### src/rtl/cla_pkg.sv
// -----------------------------------------------------------------------------
// cla_pkg
// Shared types and default parameters for the pipelined carry-look-ahead
// adder/subtractor.
//   op_e        : operation select (OP_ADD = 0, OP_SUB = 1)
//   DEF_WIDTH   : default operand width
//   DEF_STAGES  : default pipeline depth (WIDTH must be a multiple of it)
// -----------------------------------------------------------------------------
package cla_pkg;

  typedef enum logic {
    OP_ADD = 1'b0,
    OP_SUB = 1'b1
  } op_e;

  localparam int DEF_WIDTH  = 16;
  localparam int DEF_STAGES = 4;

endpackage : cla_pkg

### src/rtl/pipelined_cla_adder_if.sv
// -----------------------------------------------------------------------------
// pipelined_cla_adder_if
// Valid/ready stream bundle for the pipelined adder.
//   Input side  : in_valid, in_ready, a, b, cin, op
//   Output side : out_valid, out_ready, sum, cout, overflow
//   master : the producer/consumer around the adder (drives operands, out_ready)
//   slave  : the adder itself
// -----------------------------------------------------------------------------
interface pipelined_cla_adder_if
  import cla_pkg::*;
#(
  parameter int WIDTH = DEF_WIDTH
) ();

  logic             in_valid;
  logic             in_ready;
  logic [WIDTH-1:0] a;
  logic [WIDTH-1:0] b;
  logic             cin;
  op_e              op;
  logic             out_valid;
  logic             out_ready;
  logic [WIDTH-1:0] sum;
  logic             cout;
  logic             overflow;

  modport master (
    output in_valid, a, b, cin, op, out_ready,
    input  in_ready, out_valid, sum, cout, overflow
  );

  modport slave (
    input  in_valid, a, b, cin, op, out_ready,
    output in_ready, out_valid, sum, cout, overflow
  );

endinterface : pipelined_cla_adder_if

### src/rtl/cla_block.sv
// -----------------------------------------------------------------------------
// cla_block
// Purely combinational CHUNK-bit carry-look-ahead adder.
//   i_a, i_b  : CHUNK-bit operands
//   i_ci      : carry into bit 0
//   o_s       : CHUNK-bit sum
//   o_co      : carry out of the MSB
//   o_co_msb  : carry into the MSB (used for signed overflow)
// -----------------------------------------------------------------------------
module cla_block #(
  parameter int CHUNK = 4
) (
  input  logic [CHUNK-1:0] i_a,
  input  logic [CHUNK-1:0] i_b,
  input  logic             i_ci,
  output logic [CHUNK-1:0] o_s,
  output logic             o_co,
  output logic             o_co_msb
);

  logic [CHUNK-1:0] w_g;
  logic [CHUNK-1:0] w_p;
  logic [CHUNK:0]   w_c;   // w_c[i] = carry into bit i

  assign w_g = i_a & i_b;
  assign w_p = i_a ^ i_b;

  // Each carry is built as a flat sum of products:
  //   c[i] = g[i-1] | p[i-1]g[i-2] | ... | p[i-1..0]ci
  // so no carry depends on another computed carry.
  always_comb begin
    logic w_run;
    logic w_acc;
    w_c    = '0;
    w_run  = 1'b1;
    w_acc  = 1'b0;
    w_c[0] = i_ci;
    for (int i = 1; i <= CHUNK; i++) begin
      w_run = 1'b1;
      w_acc = 1'b0;
      for (int j = i - 1; j >= 0; j--) begin
        w_acc = w_acc | (w_g[j] & w_run);
        w_run = w_run & w_p[j];
      end
      w_c[i] = w_acc | (i_ci & w_run);
    end
  end

  assign o_s      = w_p ^ w_c[CHUNK-1:0];
  assign o_co     = w_c[CHUNK];
  assign o_co_msb = w_c[CHUNK-1];

endmodule : cla_block

### src/rtl/pipelined_cla_adder.sv
// -----------------------------------------------------------------------------
// pipelined_cla_adder
// Pipelined carry-look-ahead adder/subtractor with a valid/ready stream.
// The operand is cut into STAGES chunks of CHUNK bits; stage i adds chunk i
// and hands its carry to stage i+1 through a register.
//   clk  : clock, all state on the rising edge
//   rst  : synchronous active-high reset (clears valid bits only)
//   bus  : slave side of pipelined_cla_adder_if
//          in_valid/in_ready/a/b/cin/op -> operand beat
//          out_valid/out_ready/sum/cout/overflow <- result beat
// WIDTH must be an exact multiple of STAGES.
// -----------------------------------------------------------------------------
module pipelined_cla_adder
  import cla_pkg::*;
#(
  parameter int WIDTH  = DEF_WIDTH,
  parameter int STAGES = DEF_STAGES
) (
  input  logic                clk,
  input  logic                rst,
  pipelined_cla_adder_if.slave bus
);

  localparam int CHUNK = WIDTH / STAGES;

  logic             w_adv;
  logic [WIDTH-1:0] w_b_eff;
  logic             w_cin_eff;

  // Subtraction is a + ~b + !cin, which yields a - b - cin and a carry-out
  // that reads as "no borrow".
  assign w_b_eff   = (bus.op == OP_SUB) ? ~bus.b   : bus.b;
  assign w_cin_eff = (bus.op == OP_SUB) ? ~bus.cin : bus.cin;

  genvar gi;
  generate
    for (gi = 0; gi < STAGES; gi++) begin : g_stage
      // Bits of a / effective b still waiting to be added after this stage.
      localparam int HI_W = WIDTH - (gi + 1) * CHUNK;

      logic [CHUNK-1:0]          w_a;
      logic [CHUNK-1:0]          w_b;
      logic [CHUNK-1:0]          w_s;
      logic                      w_ci;
      logic                      w_co;
      logic                      w_cmsb;
      logic                      w_vin;
      logic                      r_valid;
      logic                      r_carry;
      logic [(gi+1)*CHUNK-1:0]   r_sum;   // completed low chunks so far

      cla_block #(
        .CHUNK (CHUNK)
      ) u_cla (
        .i_a      (w_a),
        .i_b      (w_b),
        .i_ci     (w_ci),
        .o_s      (w_s),
        .o_co     (w_co),
        .o_co_msb (w_cmsb)
      );

      if (gi == 0) begin : g_src
        assign w_a   = bus.a[CHUNK-1:0];
        assign w_b   = w_b_eff[CHUNK-1:0];
        assign w_ci  = w_cin_eff;
        assign w_vin = bus.in_valid;

        always_ff @(posedge clk) begin
          if (w_adv) begin
            r_sum <= w_s;
          end
        end
      end else begin : g_src
        assign w_a   = g_stage[gi-1].g_hi.r_a_hi[CHUNK-1:0];
        assign w_b   = g_stage[gi-1].g_hi.r_b_hi[CHUNK-1:0];
        assign w_ci  = g_stage[gi-1].r_carry;
        assign w_vin = g_stage[gi-1].r_valid;

        always_ff @(posedge clk) begin
          if (w_adv) begin
            r_sum <= {w_s, g_stage[gi-1].r_sum};
          end
        end
      end

      // Valid bits are the only reset state; a stall freezes them too.
      always_ff @(posedge clk) begin
        if (rst) begin
          r_valid <= 1'b0;
        end else if (w_adv) begin
          r_valid <= w_vin;
        end
      end

      always_ff @(posedge clk) begin
        if (w_adv) begin
          r_carry <= w_co;
        end
      end

      if (HI_W > 0) begin : g_hi
        // Triangular delay line: the unused upper operand bits ride along
        // until their stage consumes the lowest chunk.
        logic [HI_W-1:0] w_a_up;
        logic [HI_W-1:0] w_b_up;
        logic [HI_W-1:0] r_a_hi;
        logic [HI_W-1:0] r_b_hi;
        logic            w_unused_cmsb;

        // Only the top chunk's MSB carry matters for overflow.
        assign w_unused_cmsb = w_cmsb;

        if (gi == 0) begin : g_up
          assign w_a_up = bus.a[WIDTH-1:CHUNK];
          assign w_b_up = w_b_eff[WIDTH-1:CHUNK];
        end else begin : g_up
          assign w_a_up = g_stage[gi-1].g_hi.r_a_hi[HI_W+CHUNK-1:CHUNK];
          assign w_b_up = g_stage[gi-1].g_hi.r_b_hi[HI_W+CHUNK-1:CHUNK];
        end

        always_ff @(posedge clk) begin
          if (w_adv) begin
            r_a_hi <= w_a_up;
            r_b_hi <= w_b_up;
          end
        end
      end else begin : g_last
        logic r_cmsb;

        always_ff @(posedge clk) begin
          if (w_adv) begin
            r_cmsb <= w_cmsb;
          end
        end
      end
    end
  endgenerate

  // The last stage registers are the output registers.
  assign bus.out_valid = g_stage[STAGES-1].r_valid;
  assign bus.sum       = g_stage[STAGES-1].r_sum;
  assign bus.cout      = g_stage[STAGES-1].r_carry;
  assign bus.overflow  = g_stage[STAGES-1].g_last.r_cmsb ^ g_stage[STAGES-1].r_carry;

  // Whole pipeline moves together; bubbles are kept rather than squeezed.
  assign w_adv        = !bus.out_valid || bus.out_ready;
  assign bus.in_ready = w_adv;

endmodule : pipelined_cla_adder

### src/flat_wrapper.sv
// flat-port wrapper written by rule: the top's interface ports become plain ports
module pipelined_cla_adder_flat import cla_pkg::*;
#(
  parameter int WIDTH  = DEF_WIDTH,
  parameter int STAGES = DEF_STAGES
)
  (clk, rst, bus_in_valid, bus_a, bus_b, bus_cin, bus_op, bus_out_ready, bus_in_ready, bus_out_valid, bus_sum, bus_cout, bus_overflow);
  pipelined_cla_adder_if #(.WIDTH(WIDTH)) bus_i ();
  input  logic clk;
  input  logic rst;
  input wire logic [$bits(bus_i.in_valid)-1:0] bus_in_valid;
  input wire logic [$bits(bus_i.a)-1:0] bus_a;
  input wire logic [$bits(bus_i.b)-1:0] bus_b;
  input wire logic [$bits(bus_i.cin)-1:0] bus_cin;
  input wire logic [$bits(bus_i.op)-1:0] bus_op;
  input wire logic [$bits(bus_i.out_ready)-1:0] bus_out_ready;
  output wire logic [$bits(bus_i.in_ready)-1:0] bus_in_ready;
  output wire logic [$bits(bus_i.out_valid)-1:0] bus_out_valid;
  output wire logic [$bits(bus_i.sum)-1:0] bus_sum;
  output wire logic [$bits(bus_i.cout)-1:0] bus_cout;
  output wire logic [$bits(bus_i.overflow)-1:0] bus_overflow;
  assign bus_i.in_valid = bus_in_valid;
  assign bus_i.a = bus_a;
  assign bus_i.b = bus_b;
  assign bus_i.cin = bus_cin;
  assign bus_i.op = bus_op;
  assign bus_i.out_ready = bus_out_ready;
  assign bus_in_ready = bus_i.in_ready;
  assign bus_out_valid = bus_i.out_valid;
  assign bus_sum = bus_i.sum;
  assign bus_cout = bus_i.cout;
  assign bus_overflow = bus_i.overflow;
  pipelined_cla_adder #(.WIDTH(WIDTH), .STAGES(STAGES)) u_core (.clk(clk), .rst(rst), .bus(bus_i));
endmodule
### config.mk
export PLATFORM = sky130hd
export DESIGN_NAME = pipelined_cla_adder_flat
export DESIGN_NICKNAME = d
export VERILOG_FILES = /design/src/rtl/cla_pkg.sv /design/src/rtl/pipelined_cla_adder_if.sv /design/src/rtl/cla_block.sv /design/src/rtl/pipelined_cla_adder.sv /design/src/flat_wrapper.sv
export SDC_FILE = /design/constraint.sdc
export NUM_CORES = 1
export LEC_CHECK = 0
export ABC_AREA = 1
export CAP_MARGIN = 20
export CORE_MARGIN = 2
export CORE_UTILIZATION = 27
export CTS_BUF_LIST = sky130_fd_sc_hd__clkbuf_4 sky130_fd_sc_hd__clkbuf_8
export DETAILED_ROUTE_END_ITERATION = 10
export PLACE_DENSITY_LB_ADDON = 0.1
export SYNTH_ARGS = -nofsm -noshare
export SYNTH_HDL_FRONTEND = slang
export SYNTH_HIERARCHICAL = 1
export SYNTH_SLANG_ARGS = --single-unit
### constraint.sdc
create_clock -name clk -period 5.2 [get_ports clk]
set_input_delay 0.52 -clock clk [delete_from_list [all_inputs] [get_ports clk]]
set_output_delay 0.52 -clock clk [all_outputs]
set_load 0.01 [all_outputs]
; ---- Yosys cells after proc, flatten, opt, wreduce, memory -nomap -nowiden
; Cells that the tools add are included.
[op_classes]
n_reduce_logical = 2
n_bitwise = 119
mux = 2
[op_table]
columns = op, n
row1 = 1-bit AND, 64
row2 = 1-bit OR, 40
row3 = 4-bit XOR, 8
row4 = 4-bit AND, 4
row5 = 16-bit two-way mux, 1
row6 = 16-bit inverter, 1
row7 = 1-bit logical NOT, 1
row8 = 1-bit logical OR, 1
row9 = 1-bit two-way mux, 1
row10 = 1-bit inverter, 1
row11 = 1-bit XOR, 1
[word_totals]
input_bits = 38
elab_cells = 142
output_inout_bits = 20
regBits = 97

; ---- Logic depth before layout (Yosys ltp)
; Gate-level depths: netlist (run 1).
[logic_depth]
ltp_word = 8
depth_mapped = 9
depth_no_buf = 8

; ---- Cells and area by module
; Netlist (run 1), hierarchy kept.
[by_module_without_submodules]
columns = mod, seq_area_each_um2, instances, area_each_um2, cells_each
row1 = pipelined_cla_adder, 2872.8, 1, 3145.5, 138
row2 = cla_block (u_core.g_stage[0].u_cla ...), 0.0, 2, 193.9, 31
row3 = cla_block (u_core.g_stage[2].u_cla), 0.0, 1, 196.4, 31
row4 = cla_block (u_core.g_stage[3].u_cla), 0.0, 1, 178.9, 27

; ---- Worst setup path after synthesis (run 1)
; Ideal clock, no wire load.
[synth_timing]
path_type = input to output
startpoint = in bus_out_ready
endpoint = out bus_in_ready
path_buffers = 0
t_required_ps = 4680
setup_slack_ps = 2026
stages = 2
arrival_time_ps = 2654
cell_sequence = inv_1 > nand2_1
[synth_between]
elab_chain_len = 1
[synth_lines]
columns = item, line
row1 = from (decl), flat_wrapper.sv:16  ; input wire logic [$bits(bus_i.out_ready)-1:0] bus_out_ready;
row2 = 1-bit logical OR, pipelined_cla_adder.sv:147  ; assign w_adv = !bus.out_valid || bus.out_ready;
row3 = to (decl), flat_wrapper.sv:17  ; output wire logic [$bits(bus_i.in_ready)-1:0] bus_in_ready;
; Every way passes these cells.

; ---- Worst setup path in the final report (run 1)
; Same ends and word-level chain as after synthesis.

==> impl_metrics.tcl, run 1 <==
set metrics [dict create \
    status "complete, no violations" \
    p_int_w 0.00152 \
    io_buffers 57 \
    syn_avg_cell_area_sq_um 15.2 \
    fin_crit_sh_pct 55.3 \
    drive_gt1_share_pct 9.39 \
    synth_fp_nets 316 \
    area_delta_synth_final_pct 25.7 \
    relSlewSlack_pct 34.2 \
    setup_viol 0 \
    clkSinkCount 97 \
    p_seq_share_pct 55.4 \
    yosys_warnings 6 \
    ant_nets 0 \
    final.setup_skew_ps 12.1 \
    fp.dieH_microns 124 \
    ys_seq_area_share_pct 73.5 \
    cap_violations 0 \
    postCtsSetupBuffers 0 \
    cp.arrival_ps 2350 \
    layout.nets 383 \
    insertion_delay_ps 370 \
    post-route-min-period_ps 2870 \
    layout_common_cells "edfxtp_1 (93), clkdlybuf4s50_1 (57), inv_1 (30)" \
    preCtsSetupSlack_ps 2240 \
    root_buffer "clkbuf_8" \
    post-route-cell-area_sq_um 4910 \
    tns_ps 0 \
    synth_cell_types 16 \
    peakVddDrop_mv 0.0995 \
    wl_mm 5.67 \
    switching_share_pct 22.5 \
    worstHoldPathType "flop to flop" \
    final_hold_viol_count 0 \
    die_w_microns 124 \
    htreeDepth 3 \
    hold_buffers 0 \
    drt_iter0_drc 106 \
    antenna_cells 0 \
    cts_resized 0 \
    clk_pin_slew_ps 90 \
    power_switching_w 0.000444 \
    grt_pass1_wl_mm 9.42 \
    ioPinCount 58 \
    clock_power_share_pct 28.0 \
    grt_max_degree 58 \
    antenna_found_initial 0 \
    initial_core_util_pct 27.9 \
    crit_chain "clkdlybuf4s50_1 > inv_1 > nand2_4 > clkdlybuf4s50_1" \
    final_common_cell "edfxtp_1" \
    dr.pass1.iters 4 \
    num_vias 2031 \
    core_sq_um 14000 \
    wl_per_cell_microns 11.1 \
    max_freq_mhz 348 \
    die_area_sq_um 15500 \
    drc 0 \
    p_per_area_nw_per_um2 401 \
    synth_seq_cells 97 \
    slowest_delay_ps 670 \
    place_area_sq_um 4690 \
    slowest_stage "clkdlybuf4s50_1" \
    grt_setup_unrepaired "no" \
    cts_tree "yes" \
    clk_path_buf_depth 2 \
    p_leak_nw 1.96 \
    dp_hpwl_mm 3.74 \
    combPwrFrac_pct 16.7 \
    drv_slew 0 \
    setup_ws_ps 2330 \
    required_ps 4680 \
    tightest_slew_ps 983 \
    grt_use_total_pct 7.97 \
    crit_path_start_kind "input pin" \
    nFillCells 1399 \
    cts_buffers 9 \
    first_global_vias 1964 \
    post_synth_instance_area_sq_um 3910 \
    cp_max_fo 57 \
    endpoint_kind "output pin" \
    grt-ovfl-total 0 \
    crit_top_cell "clkdlybuf4s50_1" \
    whs_ps 415 \
    vias_per_cell 3.98 \
    synthCells 258 \
    gp_congestion 0.777 \
    num_rows 43 \
    critPathKind "input pin to output pin" \
]
-- cells by family (layout without fill, tap and decap cells) --
group	count (synthesis)	after routing	synth area share (%)
fa+ha+maj	20	20	7.17
xor+xnor	22	22	4.93
simple gates	82	82	10.1
compound gates	5	5	0.640
flops	97	97	73.5
buf+inv	32	104	3.68
-- cells in the mapped netlist --
library cell | number | area (sq um)
nand3_1 | 19 | 95.1
buf_12 | 1 | 20.0
fa_1 | 4 | 80.1
ha_1 | 16 | 200
or2_1 | 4 | 25.0
dfxtp_1 | 4 | 80.1
buf_6 | 1 | 11.3
a21oi_1 | 5 | 25.0
edfxtp_1 | 93 | 2790
nand4_1 | 8 | 50.1
nor2_1 | 11 | 41.3
nand2_2 | 13 | 81.3
xnor2_1 | 3 | 26.3
inv_1 | 30 | 113
xor2_1 | 19 | 166
nand2_1 | 27 | 101
-- metal layers --
metal  wire [microns]  GRT usage [%]  up-vias
met5                0              0        -
met4              176           5.95        0
li1                 -              -     1034
met1             2250           8.28      940
met2             2990           13.6       45
met3              251           2.36       12
-- power by group through the flow --
| stage | clock (W) | combinational [W] | sequential (W) |
|---|---|---|---|
| final | 0.000550 | 0.000328 | 0.00109 |
| after detailed placement | 0 | 0.000333 | 0.00111 |
| after global placement | 0 | 0.000331 | 0.00111 |
| after global routing | 0.000614 | 0.000365 | 0.00111 |
| after CTS | 0.000576 | 0.000334 | 0.00109 |
| after floorplan | 0 | 0.000151 | 0.00112 |
-- path summary, 6_finish.rpt --
kind                                                            startpoint                                    endpoint  slack (ps)  cells after the start
worst max register to register           u_core/bus.out_valid$_SDFFE_PP0P_         u_core/g_stage[1].r_carry$_DFFE_PP_        3280                      2
worst min-delay path            u_core/g_stage[0].g_hi.r_a_hi[8]$_DFFE_PP_  u_core/g_stage[1].g_hi.r_a_hi[4]$_DFFE_PP_         420                      0
worst min register to register  u_core/g_stage[0].g_hi.r_a_hi[8]$_DFFE_PP_  u_core/g_stage[1].g_hi.r_a_hi[4]$_DFFE_PP_         420                      0
worst max-delay path                                         bus_out_ready                                bus_in_ready        2330                      4
-- final cells by class --
cell class | instances | area [sq um] | area share (%)
multi-input cells | 129 | 900 | 18.3
repair buffers | 58 | 578 | 11.8
flip-flops and latches | 97 | 2870 | 58.5
well taps | 180 | 225 | 4.58
clock inverters | 3 | 65.1 | 1.32
clock buffers | 13 | 160 | 3.26
inverters | 30 | 113 | 2.29
-- flip-flops by register name, indices dropped and copies added (netlist names) --
register and flops:
u_core/g_stage.r_valid 3, u_core/g_stage.g_hi.r_a_hi 24, u_core/bus.out_valid 1, u_core/g_stage.r_sum 24, u_core/g_stage.g_last.r_cmsb 1, u_core/g_stage.g_hi.r_b_hi 24, u_core/bus.sum 16, u_core/bus.cout 1
u_core/g_stage.r_carry 3
-- per-stage QoR --
step | instances | total power [W] | utilization (%)
after floorplan | 258 | 0.00128 | -
after global placement | 494 | 0.00144 | 33.5
after detailed placement | 494 | 0.00145 | 33.5
after CTS | 510 | 0.00200 | 35.1
after global routing | 510 | 0.00209 | 35.1
final | 510 | 0.00197 | 35.1
-- worst max-delay path: cells and delay by family --
| family | cells | cell delay, ps |
|---|---|---|
| buf+inv | 3 | 1240 |
| simple gates | 1 | 560 |
Power figures use the tool's default switching activity.
==> run 2: changes to the inputs <==
- clock period: 5.2 -> 2.4 ns (I/O delays scaled with it)
==> impl_metrics.tcl, run 2 (synthesized netlist as in run 1, its figures left out) <==
set metrics [dict create \
    status "complete, no violations" \
    num_vias 2027 \
    nFillCells 1381 \
    post-route-min-period_ps 1720 \
    final_hold_viol_count 0 \
    root_buffer "clkbuf_8" \
    grt_use_total_pct 8.20 \
    final_core_util_pct 34.8 \
    drv_slew 0 \
    num_rows 43 \
    first_global_vias 1984 \
    cp.arrival_ps 1480 \
    wl_per_cell_microns 11.2 \
    fin_crit_sh_pct 71.6 \
    htreeDepth 3 \
    die_area_sq_um 15500 \
    final.setup_skew_ps 4.35 \
    dp_hpwl_mm 3.67 \
    clk_pin_slew_ps 90 \
    p_leak_nw 1.95 \
    gp_congestion 0.760 \
    postCtsSetupBuffers 0 \
    endpoint_kind "output pin" \
    timing.rr.end "u_core/bus.sum[15]$_DFFE_PP_" \
    crit_path_start_kind "flop" \
    grt-ovfl-total 0 \
    cp-startpoint "u_core/bus.cout$_DFFE_PP_" \
    clkSinkCount 97 \
    worstSetupEndpoint "bus_overflow" \
    tns_ps 0 \
    layout.nets 384 \
    layout_common_cells "edfxtp_1 (93), clkdlybuf4s50_1 (57), inv_1 (30)" \
    insertion_delay_ps 370 \
    tightest_slew_ps 525 \
    register_area_sq_um 2870 \
    grt_max_degree 95 \
    grt_pass1_wl_mm 9.63 \
    setup_viol 0 \
    vias_per_cell 3.97 \
    cts_resized 0 \
    wl_mm 5.74 \
    drc 0 \
    ioPinCount 58 \
    area_delta_synth_final_pct 24.6 \
    r2r_setup_slack_ps 940 \
    final_common_cell "edfxtp_1" \
    antenna_found_initial 0 \
    r2r_start "u_core/g_stage[2].g_hi.r_a_hi[2]$_DFFE_PP_" \
    initial_core_util_pct 27.9 \
    fp.dieH_microns 124 \
    worstHoldPathType "input pin to flop" \
    hold_buffers 0 \
    critPathKind "flop to output pin" \
    core_sq_um 14000 \
    cap_violations 0 \
    max_freq_mhz 582 \
    crit_chain "xor2_1 > clkdlybuf4s50_1" \
    peakVddDrop_mv 0.223 \
    die_w_microns 124 \
    drt_iter0_drc 95 \
    reg2reg_depth 6 \
    relSlewSlack_pct 65.0 \
    slowest_delay_ps 540 \
    cts_buffers 9 \
    clk_path_buf_depth 2 \
    largestRegisters "u_core/g_stage.g_hi.r_a_hi: 24 flops, u_core/g_stage.g_hi.r_b_hi: 24 flops, u_core/g_stage.r_sum: 24 flops" \
    dr.pass1.iters 4 \
    ant_nets 0 \
    slowest_stage "clkdlybuf4s50_1" \
    multi_input_area_sq_um 900 \
    cp_max_fo 2 \
    antenna_cells 0 \
    grt_setup_unrepaired "no" \
    drive_gt1_share_pct 9.06 \
    required_ps 2160 \
    p_per_area_nw_per_um2 823 \
    cts_tree "yes" \
    io_buffers 57 \
]
-- run 2: changes by cell type in the layout (fill, tap and decap cells not counted) --
cell	before	now
clkbuf_8	10	9
bufinv_16	2	0
clkinv_1	0	2
clkbuf_4	3	2
buf_12	0	1
clkinv_2	1	3
-- run 2: critical path, delay by kind of cell (launching register included) --
family	cells	cell delay [ps]
flops	1	400
buf+inv	1	540
xor+xnor	1	160
-- run 2: power by group --
part | switching (W) | internal, W | leakage, nW
combinational | 0.000324 | 0.000393 | 0.837
sequential | 0.0000939 | 0.00226 | 1.02
clock | 0.000546 | 0.000388 | 0.0888
total | 0.000963 | 0.00304 | 1.95
-- run 2: metrics by stage --
| step | area, sq um | instances | hold WS [ps] | total power (W) | setup slack (ps) |
|---|---|---|---|---|---|
| finish | 4870 | 511 | 413 | 0.00401 | 681 |
| floorplan | 3910 | 258 | 309 | 0.00276 | 413 |
| global route | 4870 | 511 | 376 | 0.00426 | 573 |
| CTS | 4870 | 511 | 387 | 0.00408 | 642 |
| global placement | 4710 | 495 | 401 | 0.00312 | 338 |
| detailed placement | 4710 | 495 | 405 | 0.00313 | 295 |
-- run 2: final cells by class --
cell class	instances	share of cell area, %
sequential	97	59.0
inverter	30	2.31
multi-input combinational	129	18.5
clock buffer	11	2.85
tap	180	4.62
clock inverter	5	0.462
timing repair buffer	59	12.3
-- run 2: how the worst min path moves through the flow --
stage                                                    start                                         end  slack, ps  cells past startpoint
global route                                         bus_a[10]  u_core/g_stage[0].g_hi.r_a_hi[6]$_DFFE_PP_        380                      1
detailed placement  u_core/g_stage[0].g_hi.r_b_hi[4]$_DFFE_PP_  u_core/g_stage[1].g_hi.r_b_hi[0]$_DFFE_PP_        400                      0
floorplan                                                  rst           u_core/bus.out_valid$_SDFFE_PP0P_        310                      1
global placement          u_core/g_stage[1].r_sum[1]$_DFFE_PP_        u_core/g_stage[2].r_sum[1]$_DFFE_PP_        400                      0
finish                                               bus_a[10]  u_core/g_stage[0].g_hi.r_a_hi[6]$_DFFE_PP_        410                      1
CTS                                                  bus_a[10]  u_core/g_stage[0].g_hi.r_a_hi[6]$_DFFE_PP_        390                      1
-- run 2: layer usage --
metal | GRT usage [%] | wire (microns) | share of wire [%] | vias to the layer above
li1 | - | - | - | 1031
met3 | 4.04 | 359 | 6.3 | 12
met1 | 9.33 | 2460 | 43 | 937
met5 | 0 | 0 | 0 | -
met4 | 4.76 | 162 | 2.8 | 0
met2 | 12.5 | 2770 | 48 | 47
==> run 3: changes to the inputs <==
- clock period: 2.4 -> 1.8 ns (I/O delays scaled with it)
==> impl_metrics.tcl, run 3 (synthesized netlist as in run 1, its figures left out) <==
set metrics [dict create \
    clk_path_buf_depth 2 \
    drt_iter0_drc 70 \
    fin_crit_sh_pct 92.6 \
    largestRegisters "u_core/g_stage.g_hi.r_a_hi: 24 flops, u_core/g_stage.g_hi.r_b_hi: 24 flops, u_core/g_stage.r_sum: 24 flops" \
    final.setup_skew_ps 7.69 \
    final_common_cell "edfxtp_1" \
    post-route-cell-area_sq_um 4950 \
    grt_setup_unrepaired "no" \
    insertion_delay_ps 360 \
    required_ps 1620 \
    area_delta_synth_final_pct 26.7 \
    num_rows 43 \
    antenna_cells 0 \
    tns_ps 0 \
    ioPinCount 58 \
    post-route-min-period_ps 1670 \
    grt-ovfl-total 0 \
    setup_viol 0 \
    wl_mm 5.56 \
    grt_max_degree 71 \
    initial_core_util_pct 27.9 \
    grt_util_met2_pct 13.3 \
    vias_per_cell 3.89 \
    layout_common_cells "edfxtp_1 (93), clkdlybuf4s50_1 (57), inv_1 (30)" \
    cap_violations 0 \
    drv_slew 0 \
    worstHoldPathType "input pin to flop" \
    cp.arrival_ps 1490 \
    busiest_layer "met2" \
    critPathKind "flop to output pin" \
    core_sq_um 14000 \
    fp.dieH_microns 124 \
    cts_buffers 9 \
    instances_no_fill 518 \
    antenna_found_initial 0 \
    relSlewSlack_pct 73.8 \
    wl_per_cell_microns 10.7 \
    clk_pin_slew_ps 90 \
    root_buffer "clkbuf_8" \
    hold_buffers 0 \
    final_hold_viol_count 0 \
    status "complete, no violations" \
    grt_pass1_wl_mm 9.31 \
    dr.pass1.iters 4 \
    layout.nets 391 \
    max_freq_mhz 600 \
    htreeDepth 3 \
    place_area_sq_um 4760 \
    endpoint_kind "output pin" \
    use_met3_pct 4.25 \
    die_w_microns 124 \
    grt_use_total_pct 7.90 \
    ant_nets 0 \
    gp_congestion 0.783 \
    p_per_area_nw_per_um2 1110 \
    p_leak_nw 1.99 \
    drc 0 \
    cp_max_fo 8 \
    die_area_sq_um 15500 \
    io_buffers 57 \
    postCtsSetupBuffers 0 \
    drive_gt1_share_pct 10.9 \
    grtUsageMet1_pct 8.15 \
    crit_path_start_kind "flop" \
    peakVddDrop_mv 0.434 \
    dp_cells 502 \
    cts_resized 0 \
    tightest_slew_ps 393 \
    dp_hpwl_mm 3.74 \
    num_vias 2017 \
    cts_tree "yes" \
    final_core_util_pct 35.4 \
    first_global_vias 2042 \
    clkSinkCount 97 \
]
==> run 3: layout make-up <==
type | instances | area, sq um
fill | 1384 | 9040
multi-input combinational | 129 | 900
clock buffer | 10 | 131
clock inverter | 6 | 58.8
inverter | 30 | 113
sequential | 97 | 2870
tap | 180 | 225
timing repair buffer | 66 | 651
==> run 3: per-layer routing <==
metal	vias to the layer above	part of all wire, %
met3	6	6.1
li1	1045	-
met5	-	0
met4	0	1.9
met2	44	51
met1	922	41
==> run 3: worst max-delay path: stages (launching register included) <==
cell	delay (ps)
dfxtp_1	470
nand2_4	150
clkdlybuf4s50_1	510
==> run 3: through the flow <==
step                total power [W]  hold slack (ps)  setup slack (ps)
CTS                         0.00562              331              84.8
global placement            0.00418              401              -119
detailed placement          0.00420              405              -135
finish                      0.00549              370               134
floorplan                   0.00368              249               326
global route                0.00582              338              18.6
==> run 3: path summary, 6_finish.rpt <==
check | start | endpoint | slack (ps) | cells past startpoint
min reg2reg | u_core/g_stage[0].r_sum[2]$_DFFE_PP_ | u_core/g_stage[1].r_sum[2]$_DFFE_PP_ | 420 | 0
min | bus_a[8] | u_core/g_stage[0].g_hi.r_a_hi[4]$_DFFE_PP_ | 370 | 1
max | u_core/bus.out_valid$_SDFFE_PP0P_ | bus_in_ready | 130 | 2
max reg2reg | u_core/g_stage[2].g_hi.r_a_hi[2]$_DFFE_PP_ | u_core/bus.sum[15]$_DFFE_PP_ | 360 | 6
==> run 3: power breakdown <==
part / total [W] / switching (W) / leakage, nW / internal [W]
Sequential: 0.00314 / 0.000125 / 1.02 / 0.00302
Combinational: 0.000978 / 0.000438 / 0.870 / 0.000540
Clock: 0.00137 / 0.000719 / 0.0948 / 0.000649
Total: 0.00549 / 0.00128 / 1.99 / 0.00421
==> patch 1, RTL diff (settings of run 2) <==
Change the package constant `DEF_WIDTH` from 16 to 12.
--- a/src/rtl/cla_pkg.sv
+++ b/src/rtl/cla_pkg.sv
@@ -15,3 +15,3 @@
 
-  localparam int DEF_WIDTH  = 16;
+  localparam int DEF_WIDTH  = 12;
   localparam int DEF_STAGES = 4;
Ports: changed (resized bus_a, bus_b and bus_sum); port bits go from 58 to 46. No check against the original RTL was run, so the function may have changed too.
==> patch 1 against run 2 <==
  * Sequential cell count shrank 22
  * Clock power up 0.9%
  * Global-route usage decreased by 0.25 points
  * Count of clock-buffer cells in the layout shrank 2
  * Wire length is 21% lower
  * Synthesized area decreased by 22%
  * Setup slack lost 0.017 ns
  * Power is 17% lower
  * Sequential share of layout area fell by 2.3 points
  * Cell area down 20%
  * Clock skew grew 0.0027 ns
  * Sequential power is 22% lower
  * Maximum frequency is 1.0% lower
  * Critical path type is now in2out
  * Largest power group unchanged
==> patch 1: results (changes against run 2) <==
* Status: complete, no violations (unchanged)
* Hold EP: u_core/g_stage[1].g_hi.r_b_hi[3] (was u_core/g_stage[0].g_hi.r_a_hi[6])
* Gate Count Post-Synth at 213 (was 258)
* Reg2Reg Capture Point: u_core/bus.sum[11] (was u_core/bus.sum[15])
* I/O Buffers at 45 (was 57)
* Clock Latency Late Sink at 0.34 ns (was 0.37 ns)
* Hold depth at 0 (was 1)
* CP Max Fanout at 4 (was 2)
* Worst path max stage delay at 0.54 ns (about the same)
* Critical Path Start: bus_out_ready (was u_core/bus.cout)
* DR iter-0 viols at 60 (was 95)
* Total track usage at 0.07947 (was 0.08196)
* CP endpoint: bus_in_ready (was bus_overflow)
* Dpl ws at 0.3832 ns (was 0.2954 ns)
* DP Area at 3711 µm² (was 4708 µm²)
* FF-to-FF Start: u_core/g_stage[2].g_hi.r_a_hi[1] (was u_core/g_stage[2].g_hi.r_a_hi[2])
* Final net count at 317 (was 384)
* Final HPWL DP at 3004 µm (was 3669 µm)
* Hold_ws at 0.4166 ns (was 0.4133 ns)
* Slew headroom at 0.7821 (was 0.6498)
* Crit path DAT at 1.50 ns (was 1.48 ns)
* Clock Skew at 0.007062 ns (was 0.004353 ns)
* Hold crit path type: reg2reg (was in2reg)
* Leakage power at 1.567 nW (was 1.947 nW)
* Regs by FF count: u_core/g_stage.g_hi.r_a_hi x18, u_core/g_stage.g_hi.r_b_hi x18, u_core/g_stage.r_sum x18 (was u_core/g_stage.g_hi.r_a_hi x24, u_core/g_stage.g_hi.r_b_hi x24, u_core/g_stage.r_sum x24)
* Max rail drop VDD at 0.0002770 V (was 0.0002226 V)
* Drt total wl at 4534 µm (was 5743 µm)
* R2R Setup Slk at 1.11 ns (was 0.94 ns)
* Final worst slack at 0.6632 ns (was 0.6807 ns)
* Worst Hold Launch: u_core/g_stage[0].g_hi.r_b_hi[6] (was bus_a[10])
* Vias at 1652 (was 2027)
* Syn nets at 259 (was 316)
* Largest net degree at the start of global routing at 61 (was 95)
* DR pass1 iterations at 6 (was 4)
* Vias in the first global route at 1670 (was 1984)
* R2r worst-path depth at 4 (was 6)
## patch 1: power groups by stage
stage	logic (mW)	clock network, mW	registers [mW]
finish	0.571	0.942	1.83
detailed placement	0.580	0	1.86
global route	0.646	1.04	1.86
CTS	0.581	0.986	1.83
global placement	0.574	0	1.86
floorplan	0.261	0	1.89
## patch 1: layer usage
layer  global-route usage  vias to the layer above  wire length, µm  part of all wire
li1                     -                      849                -                 -
met1              0.09129                      766             2066              0.46
met2               0.1284                       35             2207              0.49
met3              0.03019                        2              209             0.046
met4              0.04250                        0               51             0.011
met5                    0                        -                0                 0
## patch 1: final cells by class
class                           instances  area, µm²
Tap cell                              140      175.2
Inverter                               34      127.6
Clock inverter                          7      68.82
Multi-Input combinational cell        102      703.2
Fill cell                            1101       7079
Timing Repair Buffer                   49      493.0
Clock buffer                            9      123.9
Sequential cell                        75       2212
==> patch 2, RTL diff (settings of run 2) <==
Without the edit above. Reset style: asynchronous (`rst`), changed in one clocked block. Comments in the files are not updated.
--- a/src/rtl/pipelined_cla_adder.sv
+++ b/src/rtl/pipelined_cla_adder.sv
@@ -87,3 +87,3 @@
       // Valid bits are the only reset state; a stall freezes them too.
-      always_ff @(posedge clk) begin
+      always_ff @(posedge clk or posedge rst) begin
         if (rst) begin
Check against the original RTL: differs if rst is asserted again (counterexample within 10 cycles, from zero or initial values and one cycle with rst high); with rst held inactive, the same outputs for 10 cycles.
==> patch 2 against run 2 <==
  * First-iteration DRC count decreased by 21%
  * Synthesized area decreased by 0.19%
  * Sequential cell count unchanged
  * Global-route usage decreased by 0.30 points
  * Maximum frequency decreased by 1.1%
  * Cell area unchanged
  * Wire length decreased by 2.0%
  * Setup slack got worse by 0.020 ns
  * Critical endpoint is now u_core/g_stage[0].r_sum[3]
Power is not compared: it rests on default switching activity, and its combinational part moved more than twofold at a synthesized area within 25%.
==> patch 2: results (changes against run 2) <==
* Status: complete, no violations (unchanged)
* WL met3 at 262 µm (was 359 µm)
* Final HPWL DP at 3652 µm (was 3669 µm)
* Mean Syn Cell Area at 15.54 µm² (was 15.15 µm²)
* Wire per inst at 11.14 µm (was 11.24 µm)
* Cts repair resizes at 0 (unchanged)
* Sequential area share after synthesis at 0.7415 (was 0.7350)
* GR Layer Usage met1 at 0.07974 (was 0.09331)
* DP Area at 4708 µm² (unchanged)
* GR Util met3 at 0.03012 (was 0.04038)
* Total track usage at 0.07896 (was 0.08196)
* Worst path max stage delay at 0.58 ns (was 0.54 ns)
* Gpl congestion at 0.7467 (was 0.7596)
* Commonest cells post-synth: 93 x edfxtp_1, 31 x nand2_1, 27 x inv_1 (was 93 x edfxtp_1, 30 x inv_1, 27 x nand2_1)
* Top post-synthesis cells by area: edfxtp_1 72%, ha_1 5.1%, xor2_1 4.3%, nand2_1 3.0%, inv_1 2.6% (was edfxtp_1 71%, ha_1 5.1%, xor2_1 4.3%, inv_1 2.9%, nand2_1 2.6%)
* Slew headroom at 0.6572 (was 0.6498)
* Clock Skew at 0.005545 ns (was 0.004353 ns)
* Met2 Wirelength at 2985 µm (was 2766 µm)
* CP Max Fanout at 6 (was 2)
* Largest net degree at the start of global routing at 97 (was 95)
* DR iter-0 viols at 75 (was 95)
* Share of layout cells above drive strength 1 at 0.08923 (was 0.09063)
* Async set-or-reset flop fraction in the synthesized netlist at 0.04124 (was 0)
* XOR/XNOR Fraction of Synth Area at 0.04939 (was 0.04930)
* Met2 usage in global routing at 0.1356 (was 0.1247)
* Inst Count DP at 489 (was 495)
* Adder-cell share of the synthesized area at 0.07184 (was 0.07170)
* Syn nets at 309 (was 316)
* First-pass GRT wire length at 9266 µm (was 9625 µm)
* Finished Layout Cells at 505 (was 511)
* Dpl ws at 0.2459 ns (was 0.2954 ns)
* Hold crit path type: in2async (was in2reg)
* Synth Flop Type: edfxtp_1 (unchanged)
* Initial antenna violation count at 0 (unchanged)
* Final net count at 378 (was 384)
* Vias in the first global route at 2046 (was 1984)
* Fillers at 1393 (was 1381)
* Post-CTS setup buffer count at 0 (unchanged)
* DRT met1 WL at 2232 µm (was 2455 µm)
* CP max-delay cell: clkdlybuf4s50_1 (unchanged)
==> patch 2: worst paths after layout <==
path                                                   from                    endpoint  slack, ns  depth (start not counted)
setup / recovery                                     bus_op  u_core/g_stage[0].r_sum[3]       0.66                          8
hold / removal                                          rst   u_core/g_stage[0].r_valid       0.04                          2
setup reg to reg           u_core/g_stage[0].g_hi.r_a_hi[2]  u_core/g_stage[1].r_sum[7]       0.95                          6
hold reg to reg                  u_core/g_stage[0].r_sum[2]  u_core/g_stage[1].r_sum[2]       0.42                          0
max in group asynchronous                               rst   u_core/g_stage[2].r_valid       2.22                          2
min in group clk                               bus_in_valid   u_core/g_stage[0].r_valid       0.40                          3
==> patch 2: final cells by class <==
type                       instances  area, µm²  share of cell area
timing repair buffer              60      605.6              0.1244
multi-input combinational        125      883.3              0.1814
tap                              180      225.2             0.04625
clock buffer                       9      123.9             0.02544
clock inverter                     7      37.54            0.007708
inverter                          27      101.3             0.02081
sequential                        97       2893              0.5940
